$ cat src/rtl/map_display_pkg.sv
// Shared constants and scanner state encoding for the map display path.
// Pixels are active-low throughout: a 0 bit lights an LED.
package map_display_pkg;

  localparam int DATA_WIDTH    = 35;
  localparam int COLUNE_SIZE   = 7;
  localparam int TOTAL_COLUNES = 5;

  localparam logic PIXEL_ON = 1'b0;

  typedef enum logic [1:0] {
    ST_OFF   = 2'd0,
    ST_LOAD  = 2'd1,
    ST_DRIVE = 2'd2,
    ST_BLANK = 2'd3
  } scan_state_t;

  function automatic int maxInt(input int a, input int b);
    return (a > b) ? a : b;
  endfunction

endpackage

$ cat src/rtl/scan_tick_counter.sv
// Loadable down-counter that flags terminal count; times both the column
// drive window and the inter-column blanking window.
module scan_tick_counter #(
  parameter int WIDTH = 16
) (
  input  logic             i_clk,
  input  logic             i_reset,
  input  logic             i_clear,
  input  logic             i_load,
  input  logic [WIDTH-1:0] i_loadValue,
  output logic             o_terminal
);

  logic [WIDTH-1:0] r_count;

  always_ff @(posedge i_clk) begin
    if (i_reset || i_clear) begin
      r_count <= '0;
    end else if (i_load) begin
      r_count <= i_loadValue;
    end else if (r_count != '0) begin
      r_count <= r_count - WIDTH'(1);
    end
  end

  assign o_terminal = (r_count == '0);

endmodule

$ cat src/rtl/map_matrix_scanner.sv
// Column-multiplexed driver for the 5x7 LED matrix; snapshots the pixel map
// once per frame so code changes never tear the displayed image.
module map_matrix_scanner
  import map_display_pkg::*;
#(
  parameter int DATA_WIDTH    = map_display_pkg::DATA_WIDTH,
  parameter int COLUNE_SIZE   = map_display_pkg::COLUNE_SIZE,
  parameter int TOTAL_COLUNES = map_display_pkg::TOTAL_COLUNES,
  parameter int PRESCALE      = 50000,
  parameter int BLANK_CYCLES  = 2
) (
  input  logic                     i_clk,
  input  logic                     i_reset,
  input  logic                     i_enable,
  input  logic [DATA_WIDTH-1:0]    i_mapIn,
  output logic [TOTAL_COLUNES-1:0] o_colSel,
  output logic [COLUNE_SIZE-1:0]   o_rowOut,
  output logic                     o_frameDone
);

  localparam int CNT_W = $clog2(maxInt(PRESCALE, BLANK_CYCLES) + 1);
  localparam int COL_W = (TOTAL_COLUNES > 1) ? $clog2(TOTAL_COLUNES) : 1;

  localparam logic [CNT_W-1:0]       DRIVE_LOAD = CNT_W'(PRESCALE - 1);
  localparam logic [CNT_W-1:0]       BLANK_LOAD = CNT_W'((BLANK_CYCLES > 0) ? BLANK_CYCLES - 1 : 0);
  localparam logic [COL_W-1:0]       LAST_COL   = COL_W'(TOTAL_COLUNES - 1);
  localparam logic [COLUNE_SIZE-1:0] ROW_DARK   = {COLUNE_SIZE{~PIXEL_ON}};

  scan_state_t             r_state;
  logic [COL_W-1:0]        r_colIdx;
  logic [DATA_WIDTH-1:0]   r_frameBuf;

  logic                    w_terminal;
  logic                    w_load;
  logic [CNT_W-1:0]        w_loadValue;
  logic [COL_W-1:0]        w_nextIdx;
  logic                    w_lastCol;
  logic [COLUNE_SIZE-1:0]  w_frameRows [TOTAL_COLUNES];

  for (genvar c = 0; c < TOTAL_COLUNES; c++) begin : g_rows
    assign w_frameRows[c] = r_frameBuf[c*COLUNE_SIZE +: COLUNE_SIZE];
  end

  assign w_nextIdx = r_colIdx + COL_W'(1);
  assign w_lastCol = (r_colIdx == LAST_COL);

  // The counter is reloaded on every transition into DRIVE or BLANK.
  always_comb begin
    w_load      = 1'b0;
    w_loadValue = DRIVE_LOAD;
    case (r_state)
      ST_LOAD: w_load = 1'b1;
      ST_DRIVE: begin
        if (w_terminal) begin
          w_load = 1'b1;
          if (BLANK_CYCLES > 0) w_loadValue = BLANK_LOAD;
        end
      end
      ST_BLANK: w_load = w_terminal;
      default: ;
    endcase
  end

  scan_tick_counter #(
    .WIDTH(CNT_W)
  ) u_tickCounter (
    .i_clk      (i_clk),
    .i_reset    (i_reset),
    .i_clear    (!i_enable),
    .i_load     (w_load),
    .i_loadValue(w_loadValue),
    .o_terminal (w_terminal)
  );

  // Outputs are set together with the state they belong to, so they stay
  // registered yet aligned with r_state.
  always_ff @(posedge i_clk) begin
    if (i_reset) begin
      r_state     <= ST_OFF;
      r_colIdx    <= '0;
      r_frameBuf  <= '1;
      o_colSel    <= '0;
      o_rowOut    <= ROW_DARK;
      o_frameDone <= 1'b0;
    end else if (!i_enable) begin
      r_state     <= ST_OFF;
      r_colIdx    <= '0;
      o_colSel    <= '0;
      o_rowOut    <= ROW_DARK;
      o_frameDone <= 1'b0;
    end else begin
      o_frameDone <= 1'b0;
      case (r_state)
        ST_OFF: begin
          r_state  <= ST_LOAD;
          o_colSel <= '0;
          o_rowOut <= ROW_DARK;
        end
        ST_LOAD: begin
          r_frameBuf <= i_mapIn;
          r_colIdx   <= '0;
          r_state    <= ST_DRIVE;
          o_colSel   <= TOTAL_COLUNES'(1);
          o_rowOut   <= i_mapIn[COLUNE_SIZE-1:0];
        end
        ST_DRIVE, ST_BLANK: begin
          if (w_terminal) begin
            if (r_state == ST_DRIVE && BLANK_CYCLES > 0) begin
              r_state  <= ST_BLANK;
              o_colSel <= '0;
              o_rowOut <= ROW_DARK;
            end else if (w_lastCol) begin
              r_state     <= ST_LOAD;
              o_frameDone <= 1'b1;
              o_colSel    <= '0;
              o_rowOut    <= ROW_DARK;
            end else begin
              r_colIdx <= w_nextIdx;
              r_state  <= ST_DRIVE;
              o_colSel <= TOTAL_COLUNES'(1) << w_nextIdx;
              o_rowOut <= w_frameRows[w_nextIdx];
            end
          end
        end
        default: begin
          r_state  <= ST_OFF;
          o_colSel <= '0;
          o_rowOut <= ROW_DARK;
        end
      endcase
    end
  end

endmodule

$ cat config.mk
export PLATFORM = sky130hd
export DESIGN_NAME = map_matrix_scanner
export DESIGN_NICKNAME = d
export VERILOG_FILES = /design/src/rtl/map_display_pkg.sv /design/src/rtl/scan_tick_counter.sv /design/src/rtl/map_matrix_scanner.sv
export SDC_FILE = /design/constraint.sdc
export NUM_CORES = 1
export LEC_CHECK = 0
export CAP_MARGIN = 20
export CORE_UTILIZATION = 40
export CTS_CLUSTER_DIAMETER = 50
export DETAILED_ROUTE_END_ITERATION = 10
export HOLD_SLACK_MARGIN = 0.06
export SETUP_SLACK_MARGIN = 0.4
export SLEW_MARGIN = 20
export SYNTH_ARGS = -nofsm -noshare
export SYNTH_HDL_FRONTEND = slang
export SYNTH_SLANG_ARGS = --single-unit
$ cat constraint.sdc
create_clock -name i_clk -period 6.55 [get_ports i_clk]
set_input_delay 0.9825 -clock i_clk [delete_from_list [all_inputs] [get_ports i_clk]]
set_output_delay 0.9825 -clock i_clk [all_outputs]
set_load 0.05 [all_outputs]
# [Yosys cells after proc, flatten, opt, wreduce, memory -nomap -nowiden]
# Cells that the tools add are included.
[word_totals] ff_bits=69 inputBits=38 out_inout_bits=13 elab_cells=60
[op_classes] addsub=2 order_cmp=1 n_eq_ne=7 shift=1 muxes=26 n_bitwise=4 reduce_logical=12
[ops] operator="2-to-1 mux 16 bit" count=4
[ops] operator="2-to-1 mux 7 bit" count=5
[ops] operator="binary-select mux 7 bit (select 3 bit)" count=1
[ops] operator="case mux 7 bit (3 select lines)" count=1
[ops] operator="zero test 16 bit" count=1
[ops] operator="nonzero test 16 bit" count=1
[ops] operator="subtractor 16 x 1 -> 16 bit (second input constant)" count=1
[ops] operator="2-to-1 mux 5 bit" count=3
[ops] operator="case mux 5 bit (3 select lines)" count=1
[ops] operator="2-to-1 mux 3 bit" count=3
[ops] operator="2-to-1 mux 2 bit" count=3
[ops] operator="inequality test 2 bit (second input constant)" count=3
[ops] operator="case mux 2 bit (3 select lines)" count=1
[ops] operator="case mux 3 bit (2 select lines)" count=1
[ops] operator="OR reduction 5 bit" count=1
[ops] operator="left shift 1 x 3 -> 5 bit (first input constant)" count=1
[ops] operator="equality test 2 bit (second input constant)" count=2
[ops] operator=">= comparator 4 bit (second input constant)" count=1
[ops] operator="inverter 3 -> 4 bit" count=1
[ops] operator="AND reduction 4 bit" count=1
[ops] operator="nonzero test 2 bit" count=2
[ops] operator="OR reduction 2 bit" count=2
[ops] operator="adder 3 x 1 -> 3 bit (second input constant)" count=1
[ops] operator="equality test 3 bit (second input constant)" count=1
[ops] operator="other kinds (8)" count=11

# [Logic depth before layout (Yosys ltp)]
[logic_depth] ltp_word=9 mapped_depth=9 ltp_nobuf=7

# [Cells and area by module]
# Synthesis repeated with hierarchy kept, for this count alone.
[hier_totals] hier_cells=383 hier_area_um2=3309.4
[by_module_without_submodules] module="map_matrix_scanner" n_inst=1 cells_per_inst=273 area_per_inst_um2=2407.3 seq_area_each_um2=1061.0
[by_module_without_submodules] module="scan_tick_counter" n_inst=1 cells_per_inst=110 area_per_inst_um2=902.1 seq_area_each_um2=320.3

# [Least setup slack after synthesis]
# No wires, ideal clock.
[synth_path] path_kind="reg-to-reg" start="register r_colIdx[0]" end="register o_rowOut[0]" setup_time_ns=0.120 t_arrival_ns=2.442 required_time_ns=6.430 slack_ns=3.988 stages_incl_launch_ff=9 n_path_buf=2 synth_period_minus_slack_ns=2.562 cell_sequence="dfxtp_1 > clkbuf_1 > inv_1 > ha_1 > clkbuf_1 > mux4_2 > o22ai_1 > nor3_1 > a211o_1"
[synth_between] elab_chain_cells=9 elab_cells_between_ends=10 cone_classes="add/sub: 1; eq/ne: 1; mux: 7; bitwise: 1"
[synth_rtl] item="start, declared" line="map_matrix_scanner.sv:30" rtl="logic [COL_W-1:0] r_colIdx;"
[synth_rtl] item="start signal, assigned" line="map_matrix_scanner.sv:118" rtl="r_colIdx <= w_nextIdx;"
[synth_rtl] item="adder 3 x 1 -> 3 bit" line="map_matrix_scanner.sv:44" rtl="assign w_nextIdx = r_colIdx + COL_W'(1);"
[synth_rtl] item="inverter 3 -> 4 bit (not written as such)" line="map_matrix_scanner.sv:121" rtl="o_rowOut <= w_frameRows[w_nextIdx];"
[synth_rtl] item="binary-select mux 7 bit (select 3 bit)" line="map_matrix_scanner.sv:121"
[synth_rtl] item="2-to-1 mux 7 bit (not written as such) (2 in a row)" line="map_matrix_scanner.sv:121"
[synth_rtl] item="2-to-1 mux 7 bit *" line="map_matrix_scanner.sv:112" rtl="end else if (w_lastCol) begin"
[synth_rtl] item="2-to-1 mux 7 bit *" line="map_matrix_scanner.sv:108" rtl="if (r_state == ST_DRIVE && BLANK_CYCLES > 0) begin"
[synth_rtl] item="2-to-1 mux 7 bit *" line="map_matrix_scanner.sv:107" rtl="if (w_terminal) begin"
[synth_rtl] item="case mux 7 bit (3 select lines) *" line="map_matrix_scanner.sv:93" rtl="case (r_state)"
[synth_rtl] item="end signal, assigned" line="map_matrix_scanner.sv:104" rtl="o_rowOut <= i_mapIn[COLUNE_SIZE-1:0];"
[synth_rtl] item="end signal, assigned" line="map_matrix_scanner.sv:121"
[synth_rtl] item="end, declared" line="map_matrix_scanner.sv:17" rtl="output logic [COLUNE_SIZE-1:0] o_rowOut,"
# Every way passes the cells marked *; elsewhere a longest branch is shown, timed or not. The select of a mux whose other input is x is not followed.
# A chain may end at the register's enable or synchronous reset.

# [Worst setup path after layout]
[layout_path] start="input port i_reset" end="register u_tickCounter.r_count[7]"
[layout_between] elab_chain_cells=1
[layout_rtl] item="start, declared" line="map_matrix_scanner.sv:13" rtl="input logic i_reset,"
[layout_rtl] item="logical OR 1 bit" line="scan_tick_counter.sv:17" rtl="if (i_reset || i_clear) begin"
[layout_rtl] item="end signal, assigned" line="scan_tick_counter.sv:20" rtl="r_count <= i_loadValue;"
[layout_rtl] item="end signal, assigned" line="scan_tick_counter.sv:22" rtl="r_count <= r_count - WIDTH'(1);"
[layout_rtl] item="end, declared" line="scan_tick_counter.sv:14" rtl="logic [WIDTH-1:0] r_count;"
# Every way passes these cells.

==> impl_metrics.json <==
{
  "cts_setup_buffers": 0,
  "slew_headroom_pct": 31.0,
  "synth.distinct_cells": 43,
  "syn_inst": 385,
  "path_class": "in -> reg",
  "wl_per_cell_um": 14.7,
  "wl_um": 7780,
  "cts.repair.resized": 0,
  "power.leakage_nw": 1.56,
  "rsz0062_at_grt": "no",
  "final_max_slew_viol_count": 0,
  "path_max_fanout": 37,
  "p_int_mw": 0.845,
  "async_flop_share_pct": 0,
  "critPathArrivalTime_ns": 3.55,
  "synth_xor_area_share_pct": 1.89,
  "max_freq_ghz": 0.302,
  "status": "complete, no violations",
  "dp.final_hpwl_um": 5250,
  "die_h_um": 92.1,
  "drcViolationCount": 0,
  "tightestPinTransition_ns": 1.03,
  "synth_compound_area_share_pct": 11.4,
  "critPathMaxStageDelay_ns": 1.15,
  "grt_max_degree": 38,
  "die_w_um": 92.1,
  "maxCapViolCount": 0,
  "place_congestion": 0.818,
  "period_share_pct": 50.6,
  "yosys.area_share.adder_pct": 2.70,
  "whs_ns": 0.462,
  "ant_nets": 0,
  "cts_made_buffers": 9,
  "setup_tns_ns": 0,
  "drt-vias-per-instance": 5.34,
  "synth_nets": 430,
  "cts_tree": "yes",
  "final_nets": 466,
  "grt-ovfl-total": 0,
  "synth_top_area_share_pct": 42.5,
  "swShare_pct": 36.0,
  "diodes": 0,
  "avgSynthCellArea_um2": 8.44,
  "antenna_found_initial": 0,
  "hold_buffers": 0,
  "grt_usage_pct": 19.7,
  "p_total_mw": 1.32,
  "die_area_mm2": 0.00848,
  "reg2regPathDepth": 6,
  "hold_violations": 0,
  "ys_warn_count": 0,
  "rrSetupSlack_ns": 3.64,
  "root_buffer": "clkbuf_8",
  "synth.area.mux_share_pct": 5.16,
  "synth_top_family_by_area": "simple AND/OR/NAND/NOR gates",
  "synth.cell_area_mm2": 0.00325,
  "firstDrtPassIters": 5,
  "seqPwrFrac_pct": 39.0,
  "h-tree-depth": 3,
  "power_density_mw_per_mm2": 332,
  "synth-edff-count": 0,
  "detail_route.iter0.violations": 128,
  "setup_viol": 0,
  "ys_ff_latch": 69,
  "clk_pin_slew_ns": 0.08,
  "start_kind": "primary input",
  "clk_latency_ns": 0.35,
  "num_vias": 2822,
  "yosysTopAreaCell": "dfxtp_1",
  "cp.required_ns": 6.78,
  "yosys.area_share.simple_pct": 32.2,
  "post-route-min-period_ns": 3.31,
  "yosysSeqAreaShare_pct": 42.5,
  "clkPwrFrac_pct": 26.6,
  "grt_pass1_wl_um": 13100,
  "cp-end-kind": "flop",
  "synth_area_leaders": "dfxtp_1 (43%), nand2_1 (10%), nand3b_1 (8.3%)",
  "start_util_pct": 41.6,
  "fin_skew_ns": 0.00994,
  "port_buffers": 50,
  "switching_power_mw": 0.475,
  "drive_gt1_share_pct": 6.57,
  "ios": 51,
  "layout_setup_ws_ns": 3.24,
  "vdd_ir_drop_max_mv": 0.106,
  "final.fill_count": 747,
  "rows": 32,
  "dp_slack_ns": 2.84,
  "ys.flop_type": "dfxtp_1",
  "cp_slowest_cell": "clkdlybuf4s50_1",
  "hold_depth": 1,
  "path_cells": "clkdlybuf4s50_1, nand2b_1, nor2_1, o311ai_0, nand2_1",
  "hold_class": "reg -> reg",
  "clock-sinks": 69,
  "cts_buffer_depth": 2,
  "grt_pass1_vias": 2753,
  "pwr-share-comb_pct": 34.4,
  "area_delta_synth_final_pct": 22.3,
  "fp.coreArea_mm2": 0.00781
}
## per-layer routing
layer / track usage (%) / vias up / wire [um] / share of wire, %
met5: 0 / - / 0 / 0
met4: 7.81 / 0 / 150 / 1.9
met3: 3.07 / 14 / 258 / 3.3
met2: 33.2 / 55 / 3770 / 48
met1: 25.0 / 1328 / 3600 / 46
li1: - / 1425 / - / -
## critical path, delay by kind of cell
kind | cells | cell delay [ns]
buffers and inverters | 1 | 1.15
AO/OA/AOI/OAI | 1 | 0.19
AND/OR/NAND/NOR | 3 | 1.20
## cell usage in the layout (no fill, tap or decap), types with 2 or more instances in the layout
cell type and instances:
nand2_1 88, dfxtp_1 69, clkdlybuf4s50_1 50, nand3b_1 36
nor2_1 20, a21oi_1 16, nor3_1 12, nand3_1 11
o21ai_0 11, clkbuf_8 10, mux4_2 7, o22ai_1 7
a211o_1 7, ha_1 7, nand4_1 6, inv_1 5
nor2b_1 5, nor4_1 5, xnor2_1 4, or4_1 3
or3_1 3, and2_1 3, nand2b_1 3, o21bai_1 3
a31oi_1 3, xor2_1 3, clkinv_2 3, o311ai_0 2
o31ai_1 2, a211oi_1 2, nor3b_1 2, clkinv_4 2
## per-stage QoR
stage,utilization (%),instance area [um2],instances
floorplan,-,3250,385
global placement,48.3,3770,512
detailed placement,48.3,3770,512
CTS,50.9,3970,528
global route,50.9,3970,528
finish,50.9,3970,528
## power groups by stage
stage | logic (mW) | clock network (mW) | registers [mW]
after floorplan | 0.347 | 0 | 0.514
after global placement | 0.451 | 0 | 0.522
after detailed placement | 0.453 | 0 | 0.524
after CTS | 0.455 | 0.357 | 0.514
after global routing | 0.510 | 0.376 | 0.522
final | 0.454 | 0.352 | 0.514
## final timing paths
check                   start                  endpoint
setup / recovery      i_reset  u_tickCounter.r_count[7]
hold / removal    o_rowOut[4]               o_rowOut[4]
setup reg to reg  r_colIdx[0]               o_rowOut[0]
hold reg to reg   o_rowOut[4]               o_rowOut[4]
## cells by family after synthesis
| kind of cell | count (synthesis) |
|---|---|
| AOI/OAI and AO/OA | 58 |
| xor gates and xnor gates | 7 |
| adders and majority gates | 7 |
| buffers and inverters | 31 |
| DFF | 69 |
| muxes | 8 |
| and+or+nand+nor | 205 |
## layout make-up
class,count,area (um2),area share (%)
clock buffers,10,138,3.46
clock inverters,6,62.6,1.57
inverters,5,18.8,0.472
multi-input cells,285,1740,43.7
flip-flops and latches,69,1380,34.8
well taps,102,128,3.21
repair buffers,51,508,12.8
## synth_stat cells (2+ instances only)
cell,number
a211o_1,7
o21ai_0,11
a211oi_1,2
dfxtp_1,69
o22ai_1,7
a21oi_1,16
nor2_1,20
clkbuf_1,23
a31oi_1,3
or4_1,3
nor3_1,12
mux4_2,7
xor2_1,3
nand3_1,11
nor3b_1,2
o311ai_0,2
xnor2_1,4
inv_1,5
nand2_1,89
nand4_1,6
nand2b_1,3
ha_1,7
nor2b_1,5
o21bai_1,3
nand3b_1,36
or3_1,3
o31ai_1,2
and2_1,4
buf_6,2
nor4_1,5
## sequential cells by signal (all words and copies together) (netlist names)
name and cells:
o_colSel 5, o_frameDone 1, o_rowOut 7, r_colIdx 3
r_frameBuf 35, r_state 2, u_tickCounter.r_count 16
(Power assumes the default switching activity.)
